**src/rtl/wave_rom_sequencer.sv**
```systemverilog
// Waveform ROM sequencer: a phase accumulator walks a waveform ROM and streams
// attenuated samples to a DAC, with a shadowed config applied at period boundaries.
module wave_rom_sequencer #(
  parameter int ADDR_W  = 10,
  parameter int DATA_W  = 8,
  parameter int ROM_LAT = 1,
  parameter int PHASE_W = 32
) (
  input  logic               clk,
  input  logic               rst_n,
  input  logic               start,
  input  logic               stop,
  input  logic               cfg_valid,
  output logic               cfg_ready,
  input  logic [PHASE_W-1:0] cfg_fword,
  input  logic [15:0]        cfg_cycles,
  input  logic [2:0]         cfg_shift,
  output logic [ADDR_W-1:0]  rom_addr,
  output logic               rom_clk_en,
  input  logic [DATA_W-1:0]  rom_rd_data,
  output logic [DATA_W-1:0]  dac_data,
  output logic               dac_valid,
  output logic               busy,
  output logic               period_tick,
  output logic               done,
  output logic [1:0]         dbg_state
);

  localparam logic [1:0] ST_IDLE  = 2'd0;
  localparam logic [1:0] ST_RUN   = 2'd1;
  localparam logic [1:0] ST_DRAIN = 2'd2;
  localparam logic [1:0] DRAIN_LAST = 2'(ROM_LAT);

  // cfg handshake: a word transfers on a rising clk edge where cfg_valid and
  // cfg_ready are both high; cfg_valid may be held until then.
  logic [1:0]         state_q, state_d;
  logic [PHASE_W-1:0] phase_q, phase_d;
  logic [ADDR_W-1:0]  rom_addr_q, rom_addr_d;
  logic               pending_q, pending_d;
  logic [PHASE_W-1:0] sh_fword_q, sh_fword_d;
  logic [15:0]        sh_cycles_q, sh_cycles_d;
  logic [2:0]         sh_shift_q, sh_shift_d;
  logic [PHASE_W-1:0] act_fword_q, act_fword_d;
  logic [15:0]        act_cycles_q, act_cycles_d;
  logic [2:0]         act_shift_q, act_shift_d;
  logic [15:0]        period_cnt_q, period_cnt_d;
  logic               stop_q, stop_d;
  logic [1:0]         drain_cnt_q, drain_cnt_d;
  logic               tick_q, tick_d;
  logic               done_q, done_d;
  logic               v1_q, v1_d, v2_q, v2_d;
  logic [2:0]         s1_q, s1_d, s2_q, s2_d;
  logic [DATA_W-1:0]  dac_data_q, dac_data_d;
  logic               dac_valid_q, dac_valid_d;

  logic               cfg_accept;
  logic [PHASE_W:0]   sum;
  logic               wrap;
  logic               stop_seen;
  logic               last_period;
  logic               tap_v;
  logic [2:0]         tap_s;

  assign cfg_ready   = (state_q == ST_IDLE) || !pending_q;
  assign cfg_accept  = cfg_valid && cfg_ready;
  assign sum         = {1'b0, phase_q} + {1'b0, act_fword_q};
  assign wrap        = sum[PHASE_W];
  assign stop_seen   = stop || stop_q;
  assign last_period = (act_cycles_q != 16'd0) && ((period_cnt_q + 16'd1) == act_cycles_q);

  always_comb begin
    state_d      = state_q;
    phase_d      = phase_q;
    rom_addr_d   = rom_addr_q;
    pending_d    = pending_q;
    sh_fword_d   = sh_fword_q;
    sh_cycles_d  = sh_cycles_q;
    sh_shift_d   = sh_shift_q;
    act_fword_d  = act_fword_q;
    act_cycles_d = act_cycles_q;
    act_shift_d  = act_shift_q;
    period_cnt_d = period_cnt_q;
    stop_d       = stop_q;
    drain_cnt_d  = drain_cnt_q;
    tick_d       = 1'b0;
    done_d       = 1'b0;

    case (state_q)
      ST_IDLE: begin
        stop_d = 1'b0;
        if (start && !stop) begin
          state_d      = ST_RUN;
          phase_d      = '0;
          rom_addr_d   = '0;
          period_cnt_d = '0;
          act_fword_d  = sh_fword_q;
          act_cycles_d = sh_cycles_q;
          act_shift_d  = sh_shift_q;
          pending_d    = 1'b0;
        end
      end
      ST_RUN: begin
        if (stop) stop_d = 1'b1;
        // A zero tuning word never wraps, so a stop request cannot wait for one.
        if (stop_seen && (act_fword_q == '0)) begin
          state_d     = ST_DRAIN;
          drain_cnt_d = '0;
        end else begin
          phase_d = sum[PHASE_W-1:0];
          if (wrap) begin
            tick_d       = 1'b1;
            period_cnt_d = period_cnt_q + 16'd1;
            if (last_period || stop_seen) begin
              state_d     = ST_DRAIN;
              drain_cnt_d = '0;
            end else begin
              rom_addr_d = sum[PHASE_W-1 -: ADDR_W];
              if (pending_q) begin
                act_fword_d  = sh_fword_q;
                act_cycles_d = sh_cycles_q;
                act_shift_d  = sh_shift_q;
                pending_d    = 1'b0;
              end
            end
          end else begin
            rom_addr_d = sum[PHASE_W-1 -: ADDR_W];
          end
        end
      end
      ST_DRAIN: begin
        if (drain_cnt_q == DRAIN_LAST) begin
          state_d = ST_IDLE;
          done_d  = 1'b1;
          stop_d  = 1'b0;
        end else begin
          drain_cnt_d = drain_cnt_q + 2'd1;
        end
      end
      default: state_d = ST_IDLE;
    endcase

    // Only pending_q gates application at a wrap, so a word accepted on the wrap
    // cycle itself waits for the next boundary.
    if (cfg_accept) begin
      sh_fword_d  = cfg_fword;
      sh_cycles_d = cfg_cycles;
      sh_shift_d  = cfg_shift;
      pending_d   = 1'b1;
    end
  end

  // The shift travels with its address through the ROM latency so a
  // config change never splits a sample.
  always_comb begin
    v1_d        = (state_q == ST_RUN);
    s1_d        = act_shift_q;
    v2_d        = v1_q;
    s2_d        = s1_q;
    tap_v       = (ROM_LAT == 1) ? v1_q : v2_q;
    tap_s       = (ROM_LAT == 1) ? s1_q : s2_q;
    dac_valid_d = tap_v;
    dac_data_d  = dac_data_q;
    if (tap_v) dac_data_d = rom_rd_data >> tap_s;
  end

  always_ff @(posedge clk) begin
    if (!rst_n) begin
      state_q      <= ST_IDLE;
      phase_q      <= '0;
      rom_addr_q   <= '0;
      pending_q    <= 1'b0;
      sh_fword_q   <= '0;
      sh_cycles_q  <= '0;
      sh_shift_q   <= '0;
      act_fword_q  <= '0;
      act_cycles_q <= '0;
      act_shift_q  <= '0;
      period_cnt_q <= '0;
      stop_q       <= 1'b0;
      drain_cnt_q  <= '0;
      tick_q       <= 1'b0;
      done_q       <= 1'b0;
      v1_q         <= 1'b0;
      s1_q         <= '0;
      v2_q         <= 1'b0;
      s2_q         <= '0;
      dac_data_q   <= '0;
      dac_valid_q  <= 1'b0;
    end else begin
      state_q      <= state_d;
      phase_q      <= phase_d;
      rom_addr_q   <= rom_addr_d;
      pending_q    <= pending_d;
      sh_fword_q   <= sh_fword_d;
      sh_cycles_q  <= sh_cycles_d;
      sh_shift_q   <= sh_shift_d;
      act_fword_q  <= act_fword_d;
      act_cycles_q <= act_cycles_d;
      act_shift_q  <= act_shift_d;
      period_cnt_q <= period_cnt_d;
      stop_q       <= stop_d;
      drain_cnt_q  <= drain_cnt_d;
      tick_q       <= tick_d;
      done_q       <= done_d;
      v1_q         <= v1_d;
      s1_q         <= s1_d;
      v2_q         <= v2_d;
      s2_q         <= s2_d;
      dac_data_q   <= dac_data_d;
      dac_valid_q  <= dac_valid_d;
    end
  end

  assign rom_addr    = rom_addr_q;
  assign rom_clk_en  = (state_q != ST_IDLE);
  assign busy        = (state_q != ST_IDLE);
  assign period_tick = tick_q;
  assign done        = done_q;
  assign dac_data    = dac_data_q;
  assign dac_valid   = dac_valid_q;
  assign dbg_state   = state_q;

endmodule

```
**config.mk**
```make
export PLATFORM = sky130hd
export DESIGN_NAME = wave_rom_sequencer
export DESIGN_NICKNAME = d
export VERILOG_FILES = /design/src/rtl/wave_rom_sequencer.sv
export SDC_FILE = /design/constraint.sdc
export NUM_CORES = 1
export LEC_CHECK = 0
export ABC_AREA = 1
export CAP_MARGIN = 40
export CORE_UTILIZATION = 63
export DETAILED_ROUTE_END_ITERATION = 6
export DONT_BUFFER_PORTS = 1
export GPL_ROUTABILITY_DRIVEN = 0
export PLACE_DENSITY = 0.79
export SYNTH_ARGS = -nofsm -noshare
export SYNTH_HDL_FRONTEND = slang
export SYNTH_SLANG_ARGS = --single-unit
```
**constraint.sdc**
```tcl
create_clock -name clk -period 4.4 [get_ports clk]
set_clock_uncertainty 0.2 [all_clocks]
set_input_delay 0.44 -clock clk [delete_from_list [all_inputs] [get_ports clk]]
set_output_delay 0.44 -clock clk [all_outputs]
set_load 0.05 [all_outputs]
```
Yosys cells after proc, flatten, opt, wreduce, memory -nomap -nowiden
Index checks and enable logic that the tools add are counted.
{"block": "totals", "regBits": 181, "output_inout_bits": 26}
{"block": "classes", "n_addsub": 3, "n_eq_ne": 19, "shift": 1, "muxes": 52, "n_bitwise": 2, "n_reduce_logical": 27}
{"op": "32-bit 2-to-1 mux", "count": 7}
{"op": "16-bit 2-to-1 mux", "count": 8}
{"op": "32-bit case mux with 2 select lines", "count": 2}
{"op": "16-bit case mux with 2 select lines", "count": 2}
{"op": "10-bit 2-to-1 mux", "count": 4}
{"op": "32-bit by 32-bit adder with 33-bit output", "count": 1}
{"op": "32-bit zero test", "count": 1}
{"op": "10-bit case mux with 2 select lines", "count": 1}
{"op": "2-bit 2-to-1 mux", "count": 9}
{"op": "16-bit by 1-bit adder with 16-bit output (second input constant)", "count": 1}
{"op": "16-bit equality test", "count": 1}
{"op": "4-bit AND reduction", "count": 4}
{"op": "16-bit nonzero test", "count": 1}
{"op": "3-bit 2-to-1 mux", "count": 5}
{"op": "2-bit inequality test (second input constant)", "count": 6}
{"op": "1-bit 2-to-1 mux", "count": 9}
{"op": "3-bit by 1-bit inequality test with 1-bit output (second input constant)", "count": 3}
{"op": "3-bit inequality test (second input constant)", "count": 3}
{"op": "8-bit by 3-bit >> shifter with 8-bit output", "count": 1}
{"op": "2-bit case mux with 3 select lines", "count": 1}
{"op": "3-bit case mux with 2 select lines", "count": 1}
{"op": "3-bit AND reduction", "count": 2}
{"op": "6-bit AND reduction", "count": 1}
{"op": "2-bit nonzero test", "count": 3}
{"op": "17 further kinds", "count": 27}

Depth between registers and ports, before layout
{"block": "depth", "ltp_word": 9, "depth_mapped": 21}

Worst setup path before layout
OpenSTA, ideal clock, no wires.
{"block": "synth_timing", "path_type": "register to register", "startpoint": "register state_q[1] (netlist: dbg_state[1])", "endpoint": "register sh_shift_q[1]", "t_arrival_ns": 2.444, "required_ns": 4.084, "setup_slack_ns": 1.640, "stages_incl_launch_ff": 9, "path_buffers": 1, "synth_period_minus_slack_ns": 2.760, "path_cell_list": "dfxtp_1 > nor2_1 > inv_1 > nand2_1 > nand2_1 > clkinv_1 > clkbuf_1 > nor2_1 > nor2_1"}
{"block": "synth_via", "elab_chain_len": 3}
{"item": "start: declaration", "line": "36", "source": "logic [1:0] state_q, state_d;"}
{"item": "start signal: assignment", "line": "190", "source": "state_q <= state_d;"}
{"item": "2-bit zero test", "line": "64", "source": "assign cfg_ready = (state_q == ST_IDLE) || !pending_q;"}
{"item": "1-bit logical OR", "line": "64"}
{"item": "via cfg_ready", "line": "14", "source": "output logic cfg_ready,"}
{"item": "1-bit logical AND", "line": "65", "source": "assign cfg_accept = cfg_valid && cfg_ready;"}
{"item": "end signal: assignment", "line": "196", "source": "sh_shift_q <= sh_shift_d;"}
{"item": "end: declaration", "line": "42", "source": "logic [2:0] sh_shift_q, sh_shift_d;"}
The timed path passes the listed nets, and every way through them passes these cells.
A chain may end at the register's enable or synchronous reset.

Worst setup path in the final report
{"block": "layout_timing", "startpoint": "register act_fword_q[0]", "endpoint": "register act_fword_q[7]"}
{"block": "layout_via", "elab_chain_len": 4, "elab_cells_between_ends": 6, "classes_between": "add/sub (1); eq/ne (2); reduce/logical (3)"}
{"item": "start: declaration", "line": "43", "source": "logic [PHASE_W-1:0] act_fword_q, act_fword_d;"}
{"item": "start signal: assignment", "line": "197", "source": "act_fword_q <= act_fword_d;"}
{"item": "parallel branches: the longest is 3 deep, another holds 32-bit by 32-bit adder with 33-bit output"}
{"item": "6-bit AND reduction (no line) (*)"}
Mark *: on every way between the ends.

==> reports/qor.yml <==
outcome:
  status: "finished, violations left"
  failed_checks: "DRC, hold timing"
worst_hold_path:
  hold_path_class: "in2reg"
  hold_depth: 2
  hold_start: "cfg_cycles[11]"
  min_to: "sh_cycles_q[11]"
synthesis:
  synth_mux_area_share_pct: 0.4235
  synth_edf_count: 0
  postSynthCellCount: 1444
  yosysWarningCount: 0
  synth_top_family_by_area: "simple AND/OR/NAND/NOR gates"
  async_flop_share_pct: 0
  ys_seq_area_share_pct: 38.33
  synth_top_area_cell: "dfxtp_1"
  synth_fp_nets: 1543
  ys.flop_type: "dfxtp_1"
  synthAdderAreaFrac_pct: 4.711
  synth_cell_type_count: 42
  synth_seq_cells: 181
  synth_compound_area_share_pct: 13.16
  syn_area_per_cell_sq_um: 6.547
  synth-simple-area-share_pct: 33.11
  synth_area_leaders: "dfxtp_1, nand2_1, nor2_1"
  netlist_area_sq_mm: 0.009454
  synthXorXnorAreaFrac_pct: 1.310
  synth_top_area_share_pct: 38.33
finish:
  final_cell_mix: "nand2_1, nor2_1, dfxtp_1"
  fill_cells: 1193
  finalInstanceArea_sq_mm: 0.01049
  antenna_cells: 0
  final_util_pct: 71.90
  seqCellArea_sq_mm: 0.003623
  area_growth_pct: 10.94
  drive_gt1_share_pct: 4.545
  nets: 1560
  layout_commonest_cell: "nand2_1"
  multiInputGateArea_sq_mm: 0.004991
critical_path:
  worstPathMaxFanout: 41
  cp_num_buf_inv: 4
  start_kind: "register"
  timing.rr.end: "act_fword_q[7]"
  critPathSlowestCell: "buf_4"
  reg2reg_depth: 19
  cp.required_ns: 4.53
  end_kind: "register"
  critPathKind: "reg2reg"
  reg2reg_slack_ns: 0.73
  crit_chain: "ha_1, inv_1, fa_1, nand3b_1, nand2_1, nand2_1, nand2_1, nand2_1, nand2_1, nand4_1, nand2_1, inv_2, nand2_1, nand2_2, inv_1, nand3_4, buf_4, nor2_1, nor2_1"
  cp_data_arrival_time_ns: 3.80
  r2r_start: "act_fword_q[0]"
  path_delay_family: "simple AND/OR/NAND/NOR gates"
  max_stage_delay_ns: 0.40
  cpMostUsedCell: "nand2_1"
timing:
  setup_viol: 0
  tightestPinTransition_ns: 0.8252
  min_period_ns: 3.672
  drv_slew: 0
  fin_tns_setup_ns: 0
  rsz0062_at_grt: "no"
  post-route-period-util_pct: 83.46
  slew-limit-headroom_pct: 44.65
  max_freq_ghz: 0.2723
  hold_violations: 1
  fin_hold_ws_ns: -0.008094
  fin_ws_ns: 0.7277
clocking:
  clkLatencyLatePin_ns: 0.44
  post_cts_buffers: 0
  htreeDepth: 4
  cts_root_buffer: "clkbuf_16"
  cts.sinks: 181
  cts_tree: "built"
  clockBufferDepth: 2
  cts_buffers: 17
  path_clk_slew_ns: 0.07
die:
  core-area_sq_mm: 0.01459
  rows: 44
  num_io_pins: 90
  die_h_microns: 124.5
  initial_core_util_pct: 64.80
  die_width_microns: 124.5
  dieArea_sq_mm: 0.01550
routing:
  drt_iter0_markers: 864
  via_per_inst: 5.469
  avgRoutedWirePerCell_microns: 14.26
  ant_nets: 0
  route.detailed.drc: 1
  drt-total-wl_microns: 23640
  num_vias: 9068
  firstDrtPassIters: 7
power_and_ir_drop:
  seqPwrFrac_pct: 46.8
  p_int_uw: 2783
  swShare_pct: 31.56
  power.switching_uw: 1283
  power.leakage_uw: 0.004879
  combinationalPowerShare_pct: 17.0
  powerDensity_mw_per_mm2: 387.7
  clockPowerShare_pct: 36.2
  irDropWorstVdd_uv: 401.0
grt:
  gr-total-overflow: 0
  grt.total_usage_pct: 30.81
  grt_pass1_wl_microns: 38940
  grt_pass1_vias: 8391
  antenna_found_initial: 0
  grt_max_degree: 132
placement:
  placed_area_sq_mm: 0.009479
  io_buffers: 0
  dp_worst_setup_slack_ns: 0.8570
  hpwl_microns: 15730
job:
  drv_cap: 0
-- final cells by class --
cell class / count / area share [%]
Inverter: 153 / 5.475
Multi-Input combinational cell: 1058 / 47.58
Clock buffer: 19 / 4.318
Timing Repair Buffer: 50 / 4.748
Sequential cell: 181 / 34.55
Clock inverter: 13 / 1.133
Tap cell: 184 / 2.195
-- per-layer routing --
metal  wire (microns)  GRT usage, %  vias to the layer above
met4              517         10.70                        0
met5                0             0                        -
li1                 -             -                     4636
met2            10790         49.95                      313
met1            10830         40.19                     4074
met3             1495         7.045                       45
-- power by group through the flow --
stage | combinational, uW | sequential, uW | clock, uW
2_1_floorplan | 542 | 1900 | 0
3_3_place_gp | 618 | 1930 | 0
3_5_place_dp | 630 | 1940 | 0
4_1_cts | 682 | 1900 | 1490
5_1_grt | 791 | 1920 | 1560
6_report | 691 | 1900 | 1470
-- sequential cells by signal, summed over array words and instances, names as in the netlist --
register      count
dac_valid         1
rom_addr         10
act_shift_q       3
act_fword_q      32
dbg_state         2
period_cnt_q     16
drain_cnt_q       2
dac_valid_d       1
act_cycles_q     16
sh_fword_q       32
phase_q          32
s1_q              3
pending_q         1
sh_shift_q        3
sh_cycles_q      16
dac_data          8
period_tick       1
stop_q            1
done              1
-- worst max-delay path by stage --
stage,from,endpoint,cells after the start
after floorplan,dbg_state[1],sh_shift_q[1],8
after global placement,act_fword_q[0],act_fword_q[21],19
after detailed placement,act_fword_q[0],act_fword_q[29],19
after CTS,act_fword_q[0],act_fword_q[30],20
after global routing,act_fword_q[0],act_fword_q[30],20
final,act_fword_q[0],act_fword_q[7],19
-- synthesized netlist by cell type (3+ instances only) --
cell type and count:
o21ai_0 107, dfxtp_1 181, mux2i_1 4, nand2_2 6, nand2_1 335, ha_1 34, inv_2 3, inv_1 146
o22ai_1 9, a21oi_1 93, nor4_1 6, nand4_1 13, or2_2 9, nor2_1 317, buf_6 9, xor2_1 7
o21bai_1 5, a21o_1 5, nand3b_1 3, nor3_1 10, buf_1 5, clkinv_1 4, nand3_1 67, nor2_2 5
clkbuf_1 34
-- cell families after synthesis --
kind of cell             count (synthesis)
multiplexers                             4
adder cells (fa/ha/maj)                 35
XOR/XNOR                                11
flip-flops                             181
AO/OA/AOI/OAI                          234
buffers and inverters                  205
AND/OR/NAND/NOR                        774
-- worst reg2reg max path, delay by kind of cell, from the launching register on --
kind / cells / cell delay [ns]
AND/OR/NAND/NOR: 13 / 1.78
buffers and inverters: 4 / 0.67
adder cells (fa/ha/maj): 2 / 0.57
flip-flops: 1 / 0.35
-- through the flow --
stage	hold WS [ns]	cells	power, uW
floorplan	0.2071	1444	2446
global placement	0.2188	1584	2552
detailed placement	0.2202	1584	2566
CTS	0.004949	1658	4072
global route	0.007625	1658	4266
finish	-0.008094	1658	4066
-- repair_timing --
action                                 in CTS  in global routing
hold buffers                               42                  0
endpoints found under the hold margin     131                  0
gates resized for setup                     0                  0
Note: power is estimated with default switching activity, not from simulation.
